$ cat config.mk
export PLATFORM = sky130hd
export DESIGN_NAME = status_flags_unit
export DESIGN_NICKNAME = d
export VERILOG_FILES = /design/src/rtl/arch_defs_pkg.sv /design/src/rtl/flag_shadow_stack.sv /design/src/rtl/status_flags_unit.sv
export SDC_FILE = /design/constraint.sdc
export NUM_CORES = 1
export LEC_CHECK = 0
export ABC_AREA = 1
export BUFFER_PORTS_ARGS = -buffer_cell sky130_fd_sc_hd__buf_4
export CAP_MARGIN = 20
export CORE_AREA = 8 8 64 71
export DETAILED_ROUTE_END_ITERATION = 6
export DIE_AREA = 0 0 72 79
export PLACE_DENSITY = 0.74
export SYNTH_ARGS = -nofsm -noshare
export SYNTH_HDL_FRONTEND = slang
export SYNTH_HIERARCHICAL = 1
export SYNTH_SLANG_ARGS = --single-unit
$ cat constraint.sdc
create_clock -name clk -period 1.7 [get_ports clk]
set_input_delay 0.085 -clock clk [delete_from_list [all_inputs] [get_ports clk]]
set_output_delay 0.085 -clock clk [all_outputs]
set_load 0.01 [all_outputs]
$ cat src/rtl/arch_defs_pkg.sv
// Shared flag indices, flag-op encoding and flag-merge helper for the status flags unit.
package arch_defs_pkg;

    localparam int unsigned NUM_FLAGS = 4;
    localparam int unsigned FLAG_Z    = 0;
    localparam int unsigned FLAG_C    = 1;
    localparam int unsigned FLAG_N    = 2;
    localparam int unsigned FLAG_V    = 3;
    localparam int unsigned OP_WIDTH  = 3;

    typedef logic [NUM_FLAGS-1:0] flags_t;

    typedef enum logic [OP_WIDTH-1:0] {
        NONE    = 3'd0,
        ALU     = 3'd1,
        LOAD    = 3'd2,
        RESTORE = 3'd3,
        SEC     = 3'd4,
        CLC     = 3'd5,
        PUSH    = 3'd6,
        POP     = 3'd7
    } flag_op_e;

    // LOAD may only touch Z and N; C and V are not derivable from a bus value.
    localparam flags_t LOAD_MASK = flags_t'((1 << FLAG_Z) | (1 << FLAG_N));

    function automatic flags_t merge_flags(input flags_t cur, input flags_t cand, input flags_t mask);
        return (cur & ~mask) | (cand & mask);
    endfunction

endpackage

$ cat src/rtl/flag_shadow_stack.sv
// Parametrised LIFO used to save/restore flag images; saturating pointer, no wrap-around.
module flag_shadow_stack
    import arch_defs_pkg::*;
#(
    parameter int unsigned WIDTH = NUM_FLAGS,
    parameter int unsigned DEPTH = 4,
    localparam int unsigned CW   = $clog2(DEPTH + 1)
) (
    input  logic             clk,
    input  logic             reset,
    input  logic             push,
    input  logic             pop,
    input  logic [WIDTH-1:0] din,
    output logic [WIDTH-1:0] dout_c,
    output logic [CW-1:0]    count,
    output logic             full_c,
    output logic             empty_c,
    output logic             overflow_c,
    output logic             underflow_c
);

    localparam int unsigned AW = (DEPTH > 1) ? $clog2(DEPTH) : 1;

    logic [WIDTH-1:0] mem [DEPTH];
    logic             wr_en;
    logic             rd_en;

    assign full_c  = (count == CW'(DEPTH));
    assign empty_c = (count == '0);

    // Push takes priority should a caller ever raise both strobes together.
    assign wr_en       = push && !full_c;
    assign rd_en       = pop && !push && !empty_c;
    assign overflow_c  = push && full_c;
    assign underflow_c = pop && !push && empty_c;

    assign dout_c = empty_c ? '0 : mem[AW'(count - CW'(1))];

    always_ff @(posedge clk or posedge reset) begin
        if (reset) begin
            count <= '0;
        end else if (wr_en) begin
            count <= count + CW'(1);
        end else if (rd_en) begin
            count <= count - CW'(1);
        end
    end

    // Storage is not reset; only the pointer defines validity.
    always_ff @(posedge clk) begin
        if (wr_en) begin
            mem[AW'(count)] <= din;
        end
    end

endmodule

$ cat src/rtl/status_flags_unit.sv
// Z/C/N/V condition-flag register with masked updates, set/clear ops and a LIFO shadow stack.
module status_flags_unit
    import arch_defs_pkg::*;
#(
    parameter int unsigned DATA_WIDTH  = 8,
    parameter int unsigned STACK_DEPTH = 4,
    localparam int unsigned CNT_W      = $clog2(STACK_DEPTH + 1)
) (
    input  logic                  clk,
    input  logic                  reset,
    input  flag_op_e              op,
    input  logic [NUM_FLAGS-1:0]  flag_mask,
    input  logic [DATA_WIDTH-1:0] bus_in,
    input  logic [DATA_WIDTH-1:0] alu_result,
    input  logic                  alu_carry,
    input  logic                  alu_overflow,
    input  logic                  clear_err,
    output logic [NUM_FLAGS-1:0]  flags_o,
    output logic                  flag_zero_o,
    output logic                  flag_carry_o,
    output logic                  flag_negative_o,
    output logic                  flag_overflow_o,
    output logic [CNT_W-1:0]      stack_count,
    output logic                  stack_full,
    output logic                  stack_empty,
    output logic                  stack_err
);

    localparam int unsigned MSB = DATA_WIDTH - 1;

    flags_t flags_next;
    flags_t alu_cand;
    flags_t load_cand;
    flags_t stack_top;
    logic   push_req;
    logic   pop_req;
    logic   overflow;
    logic   underflow;
    logic   err_next;

    flag_shadow_stack #(
        .WIDTH (NUM_FLAGS),
        .DEPTH (STACK_DEPTH)
    ) u_stack (
        .clk         (clk),
        .reset       (reset),
        .push        (push_req),
        .pop         (pop_req),
        .din         (flags_o),
        .dout_c      (stack_top),
        .count       (stack_count),
        .full_c      (stack_full),
        .empty_c     (stack_empty),
        .overflow_c  (overflow),
        .underflow_c (underflow)
    );

    // Next-flag selection; ops are mutually exclusive so no priority is needed.
    always_comb begin
        flags_next = flags_o;
        push_req   = 1'b0;
        pop_req    = 1'b0;
        alu_cand   = '0;
        load_cand  = '0;

        alu_cand[FLAG_Z]  = (alu_result == '0);
        alu_cand[FLAG_C]  = alu_carry;
        alu_cand[FLAG_N]  = alu_result[MSB];
        alu_cand[FLAG_V]  = alu_overflow;
        load_cand[FLAG_Z] = (bus_in == '0);
        load_cand[FLAG_N] = bus_in[MSB];

        case (op)
            ALU:     flags_next = merge_flags(flags_o, alu_cand, flag_mask);
            LOAD:    flags_next = merge_flags(flags_o, load_cand, flag_mask & LOAD_MASK);
            RESTORE: flags_next = merge_flags(flags_o, bus_in[NUM_FLAGS-1:0], flag_mask);
            SEC:     flags_next[FLAG_C] = 1'b1;
            CLC:     flags_next[FLAG_C] = 1'b0;
            PUSH:    push_req = 1'b1;
            POP: begin
                pop_req = 1'b1;
                if (!stack_empty) begin
                    flags_next = stack_top;
                end
            end
            default: flags_next = flags_o;
        endcase
    end

    // A fresh stack error in the same cycle outranks clear_err.
    always_comb begin
        err_next = stack_err;
        if (overflow || underflow) begin
            err_next = 1'b1;
        end else if (clear_err) begin
            err_next = 1'b0;
        end
    end

    always_ff @(posedge clk or posedge reset) begin
        if (reset) begin
            flags_o   <= '0;
            stack_err <= 1'b0;
        end else begin
            flags_o   <= flags_next;
            stack_err <= err_next;
        end
    end

    assign flag_zero_o     = flags_o[FLAG_Z];
    assign flag_carry_o    = flags_o[FLAG_C];
    assign flag_negative_o = flags_o[FLAG_N];
    assign flag_overflow_o = flags_o[FLAG_V];

endmodule
==> results of run 1 <==
==> final cells by class <==
class | count | share of cell area, %
multi-input combinational | 140 | 35.8
sequential | 24 | 34.3
clock buffer | 3 | 2.08
tap | 50 | 3.15
inverter | 30 | 5.99
clock inverter | 1 | 1.51
timing repair buffer | 45 | 17.2
==> synthesized netlist by cell type <==
cell | count | share of area [%]
a21oi_1 | 9 | 2.9
a31oi_1 | 1 | 0.41
buf_4 | 4 | 2.0
buf_6 | 1 | 0.73
clkinv_2 | 1 | 0.33
dfrtp_1 | 8 | 13
edfxtp_1 | 16 | 31
ha_1 | 6 | 4.9
inv_1 | 26 | 6.4
inv_2 | 2 | 0.49
inv_4 | 1 | 0.41
nand2_1 | 55 | 13
nand2_2 | 1 | 0.41
nand2_4 | 5 | 3.7
nand3_1 | 10 | 3.3
nor2_1 | 29 | 7.1
nor2_2 | 2 | 0.82
nor2_8 | 1 | 1.3
nor3_1 | 6 | 2.0
o21ai_0 | 12 | 3.9
o21ai_1 | 2 | 0.65
xor2_1 | 1 | 0.57
==> kinds of logic after synthesis <==
| kind of cell | share of synthesized area (%) |
|---|---|
| DFF | 44.4 |
| and+or+nand+nor | 32.0 |
| AOI/OAI and AO/OA | 7.91 |
| xor gates and xnor gates | 0.571 |
| adders and majority gates | 4.89 |
| buffers and inverters | 10.3 |
==> power by group through the flow <==
stage | Combinational, W | Clock [W] | Sequential, W
global route | 0.00140 | 0.000533 | 0.000854
floorplan | 0.000748 | 0 | 0.000860
finish | 0.00122 | 0.000492 | 0.000834
CTS | 0.00118 | 0.000502 | 0.000837
detailed placement | 0.00117 | 0 | 0.000850
global placement | 0.00115 | 0 | 0.000845
==> stage by stage <==
stage	setup WS (ps)	power (W)	utilization, %	area [µm²]	hold slack (ps)
finish	130	0.00255	57.0	1980	25.7
global route	5.15	0.00278	57.0	1980	48.4
CTS	56.0	0.00252	56.5	1970	19.4
detailed placement	85.7	0.00202	54.2	1890	-21.3
global placement	112	0.00200	54.2	1890	-23.6
floorplan	2.86	0.00161	-	1530	-161
==> critical path, stage by stage (launching register included) <==
cell and delay (ps):
dfrtp_1 350, inv_1 100, ha_4 300, inv_4 50, nor2_1 90, o21ai_0 80, a21oi_1 190, nand2_1 80
a31oi_1 140, nor2_1 60, nor2_1 80
==> path summary, 6_finish.rpt <==
kind	from	endpoint
max	u_stack/count[1]	register
min reg2reg	stack_err	stack_err
max reg2reg	u_stack/count[1]	register
min	clear_err	stack_err
max in group asynchronous	reset	asynchronous set/reset pin
min in group asynchronous	reset	u_stack/count[2]
==> routing by layer <==
layer	routed length [µm]	up-vias
met4	58	0
met5	0	-
met2	1700	38
li1	-	713
met1	1550	594
met3	146	5
==> what timing repair did <==
action / 4_1_cts / 5_1_grt
resized for setup: 0 / 3
hold endpoints to repair: 8 / 0
hold buffers: 1 / 0
endpoints found under the setup margin: 0 / 3
==> results.toml, run 1 <==
[run_status]
status = "finished, final reports clean"

[clock_network]
h-tree-depth = 1
cts_root_buf = "clkbuf_8"
clock_latency_ps = 260
cts_tree = "built"
cts_buffers = 3
cts_setup_buffers = 0
numClockSinks = 24
clk_pin_slew_worst_paths_ps = 80
max-clock-path-buffers = 2

[hold_path]
hold_path.class = "input pin to register"
hold-path-cell-count = 2

[global_routing]
grt_max_degree = 15
grt_pass1_wl_mm = 5.91
grtUsageTotal_pct = 12.9
met3_usage_pct = 2.14
met2_usage_pct = 21.3
antenna_found_initial = 0
grt_busiest_layer = "met2"
overflow = 0
grt_pass1_vias = 1330
grt_use_met1_pct = 16.1

[die]
core_um2 = 3480
fp.dieW_um = 72
start_util_pct = 44.1
dieHeight_um = 79
rows = 23
die_area_um2 = 5690
ios = 42

[sta]
max_freq_ghz = 0.637
slew_headroom_pct = 72.6
finalMaxSlewViolations = 0
setup_violations = 0
finalClockSkew_ps = 1.25
fin_crit_ps = 1570
tns_ps = 0
worst_pin_slew_ps = 407
rsz0062_at_grt = "false"
hold_viol_final = 0
finalCritPeriodShare_pct = 92.4

[power_and_ir_drop]
p_sw_share_pct = 37.9
comb_power_share_pct = 48.0
clock_power_share_pct = 19.3
internal-power_w = 0.00158
switching_power_w = 0.000966
p_leak_nw = 0.974
vdd_ir_drop_max_mv = 0.484
seqPwrFrac_pct = 32.7
powerDensity_nw_per_um2 = 1280

[drt]
drtIter0Drc = 41
postRouteAntennaNets = 0
avgRoutedWirePerCell_um = 11.8
via_per_inst = 4.61
vias = 1350
first_pass_iters = 4
finalWirelength_mm = 3.45
drc = 0

[cells_and_area]
regArea_um2 = 681
multiInputGateArea_um2 = 711
synthToLayoutAreaGrowth_pct = 29.4
stdcell_count = 293
layout_commonest_cell = "nand2_1"
layout-drive-gt1-share_pct = 25.9
fillCellCount = 333
nets = 278
diodes = 0
final_cell_mix = "nand2_1, buf_4, nor2_1, inv_1, edfxtp_1"

[setup_path]
worst-r2r-setup-slack_ps = 130
reg2reg_depth = 10
cp.required_ps = 1900
start_kind = "register"
arrival_ps = 1770
path_class = "register to register"
cp-end-kind = "register"
crit_fanout = 9

[synth]
synth_cell_types = 22
ys_warn_count = 6
avgSynthCellArea_um2 = 7.71
synth-seq-cells = 24
netlist_instances = 199
syn-cell-area_um2 = 1530
synth_seq_area_share_pct = 44.4
syn_nets = 233

[placement]
dpl.hpwl_mm = 2.87
finalWeightedCongestion = 0.856
dp.cells = 288
numPortBuffers = 41

[flow_run]
maxCapViolCount = 0
Note: power is estimated with default switching activity, not from simulation.
==> inputs of run 2 (changes only) <==
- SLEW_MARGIN: default -> 15
- clock period: 1.7 -> 1.3 ns (I/O delays scaled with it)
==> results.toml, run 2 (same netlist as run 1, synthesis figures left out) <==
[run_status]
status = "finished with violations"
violations = "negative setup slack"

[setup_path]
crit_family = "flip-flops"
cp_cell_sequence = "inv_8, ha_4, inv_6, nor2_4, o21ai_1, a21oi_1, nand2_1, a31oi_1, nor2_1, nor2_1"
path_buf_inv = 2
cp.required_ps = 1500
crit_fanout = 9
critPathMaxStageDelay_ps = 430
rr_startpoint = "u_stack/count[0]"
reg2reg_depth = 10
start_kind = "register"
cp-end-kind = "register"
cp_common_cell = "nor2_1"
arrival_ps = 1740
slowest_stage = "dfrtp_2"
worst-r2r-setup-slack_ps = -240
path_class = "register to register"

[placement]
dpl.hpwl_mm = 2.93
numPortBuffers = 41
finalWeightedCongestion = 0.827
dpl_worst_slack_ps = -259
dp.cells = 299

[drt]
drc = 0
first_pass_iters = 4
via_per_inst = 4.61
drtIter0Drc = 58
avgRoutedWirePerCell_um = 11.9
finalWirelength_mm = 3.66
vias = 1419
postRouteAntennaNets = 0

[sta]
rsz0062_at_grt = "true"
finalCritPeriodShare_pct = 118
setup_violations = 20
worst_slack_ps = -238
finalClockSkew_ps = 3.42
hold_viol_final = 0
fin_crit_ps = 1540
finalMaxSlewViolations = 0
max_freq_ghz = 0.650
worst_pin_slew_ps = 297
slew_headroom_pct = 80.0

[clock_network]
cts_tree = "built"
max-clock-path-buffers = 2
cts_buffers = 3
clk_pin_slew_worst_paths_ps = 80
numClockSinks = 24
clock_latency_ps = 260
cts_root_buf = "clkbuf_8"
h-tree-depth = 1

[power_and_ir_drop]
seqPwrFrac_pct = 27.4
p_sw_share_pct = 38.8
comb_power_share_pct = 55.9
clock_power_share_pct = 16.6
vdd_ir_drop_max_mv = 0.619
internal-power_w = 0.00237
powerDensity_nw_per_um2 = 1760
switching_power_w = 0.00150
p_leak_nw = 1.06

[global_routing]
grt_pass1_vias = 1442
antenna_found_initial = 0
grtUsageTotal_pct = 13.3
grt_max_degree = 15
grt_pass1_wl_mm = 6.25
overflow = 0

[cells_and_area]
final_cell_mix = "buf_4, nand2_1, inv_1, nor2_1, edfxtp_1"
synthToLayoutAreaGrowth_pct = 42.9
fillCellCount = 277
stdcell_count = 308
nets = 293
multiInputGateArea_um2 = 795
finish.utilization_pct = 63.0
diodes = 0
layout-drive-gt1-share_pct = 35.7
layout_commonest_cell = "buf_4"
regArea_um2 = 682

[flow_run]
maxCapViolCount = 0

[die]
ios = 42
die_area_um2 = 5690
start_util_pct = 44.1
core_um2 = 3480
fp.dieW_um = 72
dieHeight_um = 79
rows = 23

[hold_path]
hold_path.class = "input pin to register"
min_from = "alu_overflow"
hold-path-cell-count = 5
run 2: changes by cell type in the layout (fill, tap and decap cells not counted), sizes merged:
cell         change
dlygate4sd3      +1
buf             +14
run 2: repair_timing:
action / 4_1_cts / 5_1_grt
hold buffers: 2 / 0
pin swaps: 10 / 11
endpoints found under the hold margin: 9 / 0
endpoints found under the setup margin: 25 / 25
buffers inserted: 1 / 2
resized for setup: 7 / 7
run 2: worst max-delay path by stage:
stage                           from  endpoint  slack, ps  depth (start not counted)
global placement    u_stack/count[0]  register       -190                         10
global route        u_stack/count[0]  register       -340                         10
detailed placement  u_stack/count[0]  register       -260                         12
floorplan           u_stack/count[0]  register       -320                         11
finish              u_stack/count[0]  register       -240                         10
CTS                 u_stack/count[0]  register       -220                         12
run 2: stage by stage:
step / hold slack [ps] / setup TNS (ps) / power, W / cell area [µm²]
after floorplan: -181 / -3910 / 0.00232 / 1620
after global routing: 186 / -3060 / 0.00415 / 2190
after CTS: 157 / -1960 / 0.00375 / 2160
after detailed placement: -41.8 / -2540 / 0.00301 / 2050
final: 158 / -1720 / 0.00387 / 2190
after global placement: -44.7 / -1850 / 0.00297 / 2050
run 2: tightest hold or removal path: cells and delay by family:
family	cells	cell delay (ps)
and+or+nand+nor	3	190
buffers and inverters	1	80
AOI/OAI and AO/OA	1	60
run 2: layout make-up:
class                           instances  area share [%]
Clock inverter                          1            1.37
Inverter                               30            5.76
Clock buffer                            3            1.88
Multi-Input combinational cell        140            36.2
Sequential cell                        24            31.1
Timing Repair Buffer                   60            20.8
Tap cell                               50            2.85
run 2: power groups by stage:
stage	Combinational [W]	Sequential, W	Clock [W]
after floorplan	0.00119	0.00113	0
after global placement	0.00190	0.00107	0
after detailed placement	0.00194	0.00107	0
after CTS	0.00204	0.00106	0.000653
after global routing	0.00239	0.00108	0.000681
final	0.00216	0.00106	0.000644
run 2: layer usage:
metal  wire length (µm)  vias to the layer above  track usage, %
li1                   -                      743               -
met1               1660                      633            16.1
met2               1800                       39            22.8
met3                151                        4            2.39
met4                 51                        0            4.91
met5                  0                        -               0
